<file path="config.mk">
export PLATFORM = sky130hd
export DESIGN_NAME = bus_arbiter
export DESIGN_NICKNAME = d
export VERILOG_FILES = /design/src/rtl/bus_arbiter.sv
export SDC_FILE = /design/constraint.sdc
export NUM_CORES = 1
export LEC_CHECK = 0
export ABC_AREA = 0
export CAP_MARGIN = 20
export CORE_MARGIN = 4
export CORE_UTILIZATION = 50
export CTS_CLUSTER_DIAMETER = 150
export DETAILED_ROUTE_END_ITERATION = 10
export DONT_BUFFER_PORTS = 1
export GPL_ROUTABILITY_DRIVEN = 0
export GPL_TIMING_DRIVEN = 0
export SLEW_MARGIN = 10
export SYNTH_ARGS = -nofsm -noshare
export SYNTH_HDL_FRONTEND = slang
export SYNTH_SLANG_ARGS = --single-unit
</file>
<file path="constraint.sdc">
create_clock -name clk -period 6.35 [get_ports clk]
set_input_delay 0.3175 -clock clk [delete_from_list [all_inputs] [get_ports clk]]
set_output_delay 0.3175 -clock clk [all_outputs]
set_load 0.02 [all_outputs]
</file>
<file path="src/rtl/bus_arbiter.sv">
// bus_arbiter: round-robin arbiter that shares one system bus between up to
// four masters (e.g. CPU, VGA fetch, debug port) in front of the DRAM
// controller. One master is granted at a time; its address, data and
// direction are registered onto the bus, the arbiter waits for the slave's
// bus_ready, then returns read data with a one-cycle done pulse.
//
// Optional feature macro: BUS_ARBITER_TIMEOUT_EN
//   defined   -> a watchdog aborts a transfer after TIMEOUT unanswered BUS
//                cycles, reporting err=1 with rdata=0 in the done cycle.
//   undefined -> BUS waits for bus_ready indefinitely, err is always 0.
//
// Parameters:
//   N_REQ    number of masters, 2..4
//   TIMEOUT  unanswered BUS cycles before abort (watchdog build only)
//
// Ports:
//   clk, rst           clock, synchronous active-high reset
//   req[N_REQ]         per-master request level, held until done
//   we[N_REQ]          per-master direction, 1 = write
//   addr/wdata         master k uses bits [16k+15:16k]
//   gnt[N_REQ]         one-hot, high from grant until done
//   done[N_REQ]        one-hot single-cycle completion pulse
//   err                transfer timed out (with done)
//   rdata              read data, valid in the done cycle
//   bus, bus_we,       registered request to the slave
//   bus_valid
//   bus_ready,         slave completion and read data
//   bus_rdata

package pkg;
  typedef enum logic [1:0] {
    DRAM = 2'd0,
    SRAM = 2'd1,
    IO   = 2'd2,
    ROM  = 2'd3
  } sel_t;

  typedef struct packed {
    logic [15:0] address;
    logic [15:0] data;
    sel_t        sel;
  } bus_t;
endpackage

module bus_arbiter #(
  parameter int N_REQ   = 2,
  parameter int TIMEOUT = 255
) (
  input  logic               clk,
  input  logic               rst,
  input  logic [N_REQ-1:0]   req,
  input  logic [N_REQ-1:0]   we,
  input  logic [16*N_REQ-1:0] addr,
  input  logic [16*N_REQ-1:0] wdata,
  output logic [N_REQ-1:0]   gnt,
  output logic [N_REQ-1:0]   done,
  output logic               err,
  output logic [15:0]        rdata,
  output pkg::bus_t          bus,
  output logic               bus_we,
  output logic               bus_valid,
  input  logic               bus_ready,
  input  logic [15:0]        bus_rdata
);

  typedef enum logic [1:0] {
    S_IDLE = 2'd0,
    S_BUS  = 2'd1,
    S_DONE = 2'd2
  } state_t;

  state_t           state_q, state_d;
  logic [1:0]       last_q, last_d;
  logic [1:0]       win_q, win_d;
  logic [N_REQ-1:0] gnt_q, gnt_d;
  logic [N_REQ-1:0] done_q, done_d;
  logic             err_q, err_d;
  logic [15:0]      rdata_q, rdata_d;
  pkg::bus_t        bus_q, bus_d;
  logic             bus_we_q, bus_we_d;
  logic             bus_valid_q, bus_valid_d;
`ifdef BUS_ARBITER_TIMEOUT_EN
  logic [15:0]      cnt_q, cnt_d;
`endif

  // Inputs widened to the four-master maximum so that a 2-bit master index
  // always selects cleanly, whatever N_REQ is.
  logic [3:0]  req_pad;
  logic [3:0]  we_pad;
  logic [63:0] addr_pad;
  logic [63:0] wdata_pad;

  assign req_pad   = 4'(req);
  assign we_pad    = 4'(we);
  assign addr_pad  = 64'(addr);
  assign wdata_pad = 64'(wdata);

  // Round-robin pick: scan last+1, last+2, ... wrapping mod N_REQ; the first
  // requester found wins. The candidate never exceeds 2*N_REQ-1, so a single
  // conditional subtraction performs the wrap.
  logic       found;
  logic [1:0] pick;
  logic [2:0] cand;

  always_comb begin
    found = 1'b0;
    pick  = last_q;
    cand  = '0;
    for (int i = 0; i < N_REQ; i++) begin
      cand = {1'b0, last_q} + 3'(i) + 3'd1;
      if (cand >= 3'(N_REQ)) begin
        cand = cand - 3'(N_REQ);
      end
      if (!found && req_pad[cand[1:0]]) begin
        found = 1'b1;
        pick  = cand[1:0];
      end
    end
  end

  always_comb begin
    state_d     = state_q;
    last_d      = last_q;
    win_d       = win_q;
    gnt_d       = gnt_q;
    done_d      = '0;
    err_d       = 1'b0;
    rdata_d     = rdata_q;
    bus_d       = bus_q;
    bus_we_d    = bus_we_q;
    bus_valid_d = bus_valid_q;
`ifdef BUS_ARBITER_TIMEOUT_EN
    cnt_d       = cnt_q;
`endif

    case (state_q)
      S_IDLE: begin
        if (found) begin
          win_d = pick;
          for (int k = 0; k < N_REQ; k++) begin
            gnt_d[k] = (2'(k) == pick);
          end
          bus_d.address = addr_pad[{pick, 4'h0} +: 16];
          bus_d.data    = wdata_pad[{pick, 4'h0} +: 16];
          bus_d.sel     = pkg::DRAM;
          bus_we_d      = we_pad[pick];
          bus_valid_d   = 1'b1;
          state_d       = S_BUS;
`ifdef BUS_ARBITER_TIMEOUT_EN
          cnt_d         = '0;
`endif
        end
      end

      S_BUS: begin
        // bus_ready takes priority over a watchdog expiry in the same cycle.
        if (bus_ready) begin
          rdata_d     = bus_rdata;
          bus_valid_d = 1'b0;
          done_d      = gnt_q;
          state_d     = S_DONE;
        end
`ifdef BUS_ARBITER_TIMEOUT_EN
        else if (cnt_q == 16'(TIMEOUT)) begin
          rdata_d     = 16'h0000;
          err_d       = 1'b1;
          bus_valid_d = 1'b0;
          done_d      = gnt_q;
          state_d     = S_DONE;
        end else begin
          cnt_d = cnt_q + 16'd1;
        end
`endif
      end

      S_DONE: begin
        // Recording the winner as last puts it behind every other pending
        // master in the next arbitration.
        gnt_d   = '0;
        last_d  = win_q;
        state_d = S_IDLE;
      end

      default: begin
        state_d = S_IDLE;
      end
    endcase
  end

  always_ff @(posedge clk) begin
    if (rst) begin
      state_q       <= S_IDLE;
      last_q        <= 2'(N_REQ - 1);
      win_q         <= '0;
      gnt_q         <= '0;
      done_q        <= '0;
      err_q         <= 1'b0;
      rdata_q       <= '0;
      bus_q.address <= '0;
      bus_q.data    <= '0;
      bus_q.sel     <= pkg::DRAM;
      bus_we_q      <= 1'b0;
      bus_valid_q   <= 1'b0;
`ifdef BUS_ARBITER_TIMEOUT_EN
      cnt_q         <= '0;
`endif
    end else begin
      state_q     <= state_d;
      last_q      <= last_d;
      win_q       <= win_d;
      gnt_q       <= gnt_d;
      done_q      <= done_d;
      err_q       <= err_d;
      rdata_q     <= rdata_d;
      bus_q       <= bus_d;
      bus_we_q    <= bus_we_d;
      bus_valid_q <= bus_valid_d;
`ifdef BUS_ARBITER_TIMEOUT_EN
      cnt_q       <= cnt_d;
`endif
    end
  end

  assign gnt       = gnt_q;
  assign done      = done_q;
  assign err       = err_q;
  assign rdata     = rdata_q;
  assign bus       = bus_q;
  assign bus_we    = bus_we_q;
  assign bus_valid = bus_valid_q;

endmodule
</file>
==> results.cfg <==
[worst_setup_path]
start_kind = flip-flop
path_max_fanout = 10
required_ps = 6610
endpoint_kind = flip-flop
arrival_ps = 3340
path_class = reg -> reg

[run_status]
run_status = finished, final reports clean

[clock_tree]
clkTransAtPathRegs_ps = 80
root_buffer = clkbuf_8
clock-sinks = 60
post_cts_buffers = 0
htreeDepth = 3
clk_latency_ps = 350
cts.repair.resized = 0
cts_tree = yes
hold_buffers = 0
clk_path_buf_depth = 2
numCtsBuffers = 9

[sta]
clock.fmax_mhz = 324
fin_skew_ps = 8.58
fin_tns_setup_ps = 0
slew_viol_final = 0
fin_crit_sh_pct = 48.6
hold_viol_final = 0
worst_pin_slew_ps = 730
rsz0062_at_grt = false
setup_viol_count_final = 0
slew_headroom_pct = 51.4
layout_min_cycle_time_ps = 3080

[floorplan]
die-width_microns = 97.8
rows = 32
io_pins = 144
initial_core_util_pct = 51.9
coreArea_sq_um = 7770
die_h_microns = 97.8
dieArea_sq_um = 9570

[hold_path]
hold_path.class = in -> reg

[grt]
grt_max_degree = 13
gr-total-overflow = 0
antenna_found_initial = 0
track_usage_pct = 24.4
first_global_vias = 3937
grt_pass1_wl_microns = 19300

[logic_synthesis]
yosysTopAreaCellShare_pct = 29.8
yosysWarnings = 0
yosysSeqAreaShare_pct = 29.8
synthDistinctLibCells = 38
synth_ff_type = dfxtp_1
synthArstFlopShare_pct = 0
syn_area_per_cell_sq_um = 7.84
synth.most_common_cell = nand2_1
netlist_instances = 515
synth_edf_count = 0
syn-cell-area_sq_um = 4040
synth_top_area_cell = dfxtp_1
synth_area_leaders = dfxtp_1 (30%), a311oi_2 (10%), nand2_1 (9.5%)
synth_seq_cells = 60
yosys-top-cells-count = nand2_1 (102), inv_1 (69), dfxtp_1 (60), clkbuf_1 (35), nor3_1 (35)

[pwr]
p_total_mw = 1.08
power_density_nw_per_um2 = 246
p_leak_nw = 1.67
p_sw_mw = 0.387
vdd_drop_max_uv = 93.5
comb_power_share_pct = 21.2
clkPwrFrac_pct = 33.3
p_sw_share_pct = 35.9
internal-power_mw = 0.690
p_seq_share_pct = 45.5

[finish]
nNetsFinal = 617
fin_util_pct = 56.3
fin_cells = 635
design_area_sq_um = 4370
syn2layout_area_growth_pct = 8.31
n_fill_cell = 738
drive_above_1_share_pct = 12.9
antenna_cells = 0

[detailed_routing]
wl_per_cell_microns = 19.1
wirelength_microns = 12200
route.detailed.drc = 0
firstDrtPassIters = 4
via_per_inst = 6.17
drtIter0Drc = 202
routed-via-count = 3915
postRouteAntennaNets = 0

[placement]
port_buffers = 0
placed_cell_area_sq_um = 4170
post-place-cells = 619
detailed_place_hpwl_microns = 8450

[flow_run]
drv_cap = 0
-- cells by family (layout without fill, tap and decap cells) --
family          count (synthesis)  after routing  share of synthesized area [%]
fa+ha+maj                       2              2                          0.620
other cells                     1              3                         0.0929
buf+inv                       129            145                           13.7
flops                          60             60                           29.8
simple gates                  160            160                           17.8
mux                             2              2                          0.527
compound gates                161            161                           37.5
-- layout make-up --
| cell class | count | area, sq um | area share [%] |
|---|---|---|---|
| clock inverters | 7 | 76.3 | 1.75 |
| well taps | 102 | 128 | 2.92 |
| inverters | 69 | 259 | 5.93 |
| flip-flops and latches | 60 | 1200 | 27.5 |
| plain buffers | 60 | 294 | 6.73 |
| multi-input cells | 328 | 2290 | 52.4 |
| clock buffers | 9 | 124 | 2.83 |
-- registers in the layout, summed over array words and instances (netlist names) --
name       count
done           2
bus_valid      1
bus_we         1
bus           32
state_q        2
rdata         16
gnt            2
last_q         2
win_q          2
-- final timing paths --
check	from	endpoint	slack (ps)	depth (start not counted)
setup / recovery	last_q[0]	bus[27]	3270	11
hold / removal	bus_rdata[1]	rdata[1]	90	2
setup reg to reg	last_q[0]	bus[27]	3270	11
hold reg to reg	win_q[0]	win_q[0]	480	2
-- power by group through the flow --
| stage | registers [mW] | logic [mW] | clock network (mW) |
|---|---|---|---|
| floorplan | 0.488 | 0.186 | 0 |
| finish | 0.490 | 0.228 | 0.359 |
| global placement | 0.499 | 0.223 | 0 |
| detailed placement | 0.499 | 0.227 | 0 |
| global route | 0.494 | 0.251 | 0.379 |
| CTS | 0.491 | 0.228 | 0.362 |
-- critical path: stages, from the launching register on --
cell	delay [ps]
dfxtp_1	320
buf_2	190
inv_1	160
buf_2	260
clkbuf_1	460
ha_1	350
nor2b_1	200
o21a_1	130
clkbuf_1	290
buf_2	310
nor3_1	90
a311oi_2	250
-- layout by cell type, fill, tap and decap left out, drive strengths merged, types with 3 or more instances in the layout --
master / n
nand2: 102
nand2b: 4
clkinv: 3
conb: 3
nor3b: 3
o221ai: 33
a221o: 33
nor2: 5
inv: 70
clkbuf: 44
a311oi: 32
o211ai: 34
nor3: 37
o21ai: 5
dfxtp: 60
buf: 25
a21oi: 18
-- stage by stage --
step | hold slack [ps] | setup slack [ps]
5_1_grt | 80.5 | 3060
3_5_place_dp | 462 | 3270
2_1_floorplan | 445 | 3910
6_report | 90.1 | 3270
3_3_place_gp | 454 | 3320
4_1_cts | 82.0 | 3240
-- layer usage --
layer	wire length (microns)	GRT usage, %
met5	0	0
met4	304	10.4
met3	1330	8.21
met1	4730	28.9
met2	5790	40.3
Power figures use the tool's default switching activity.
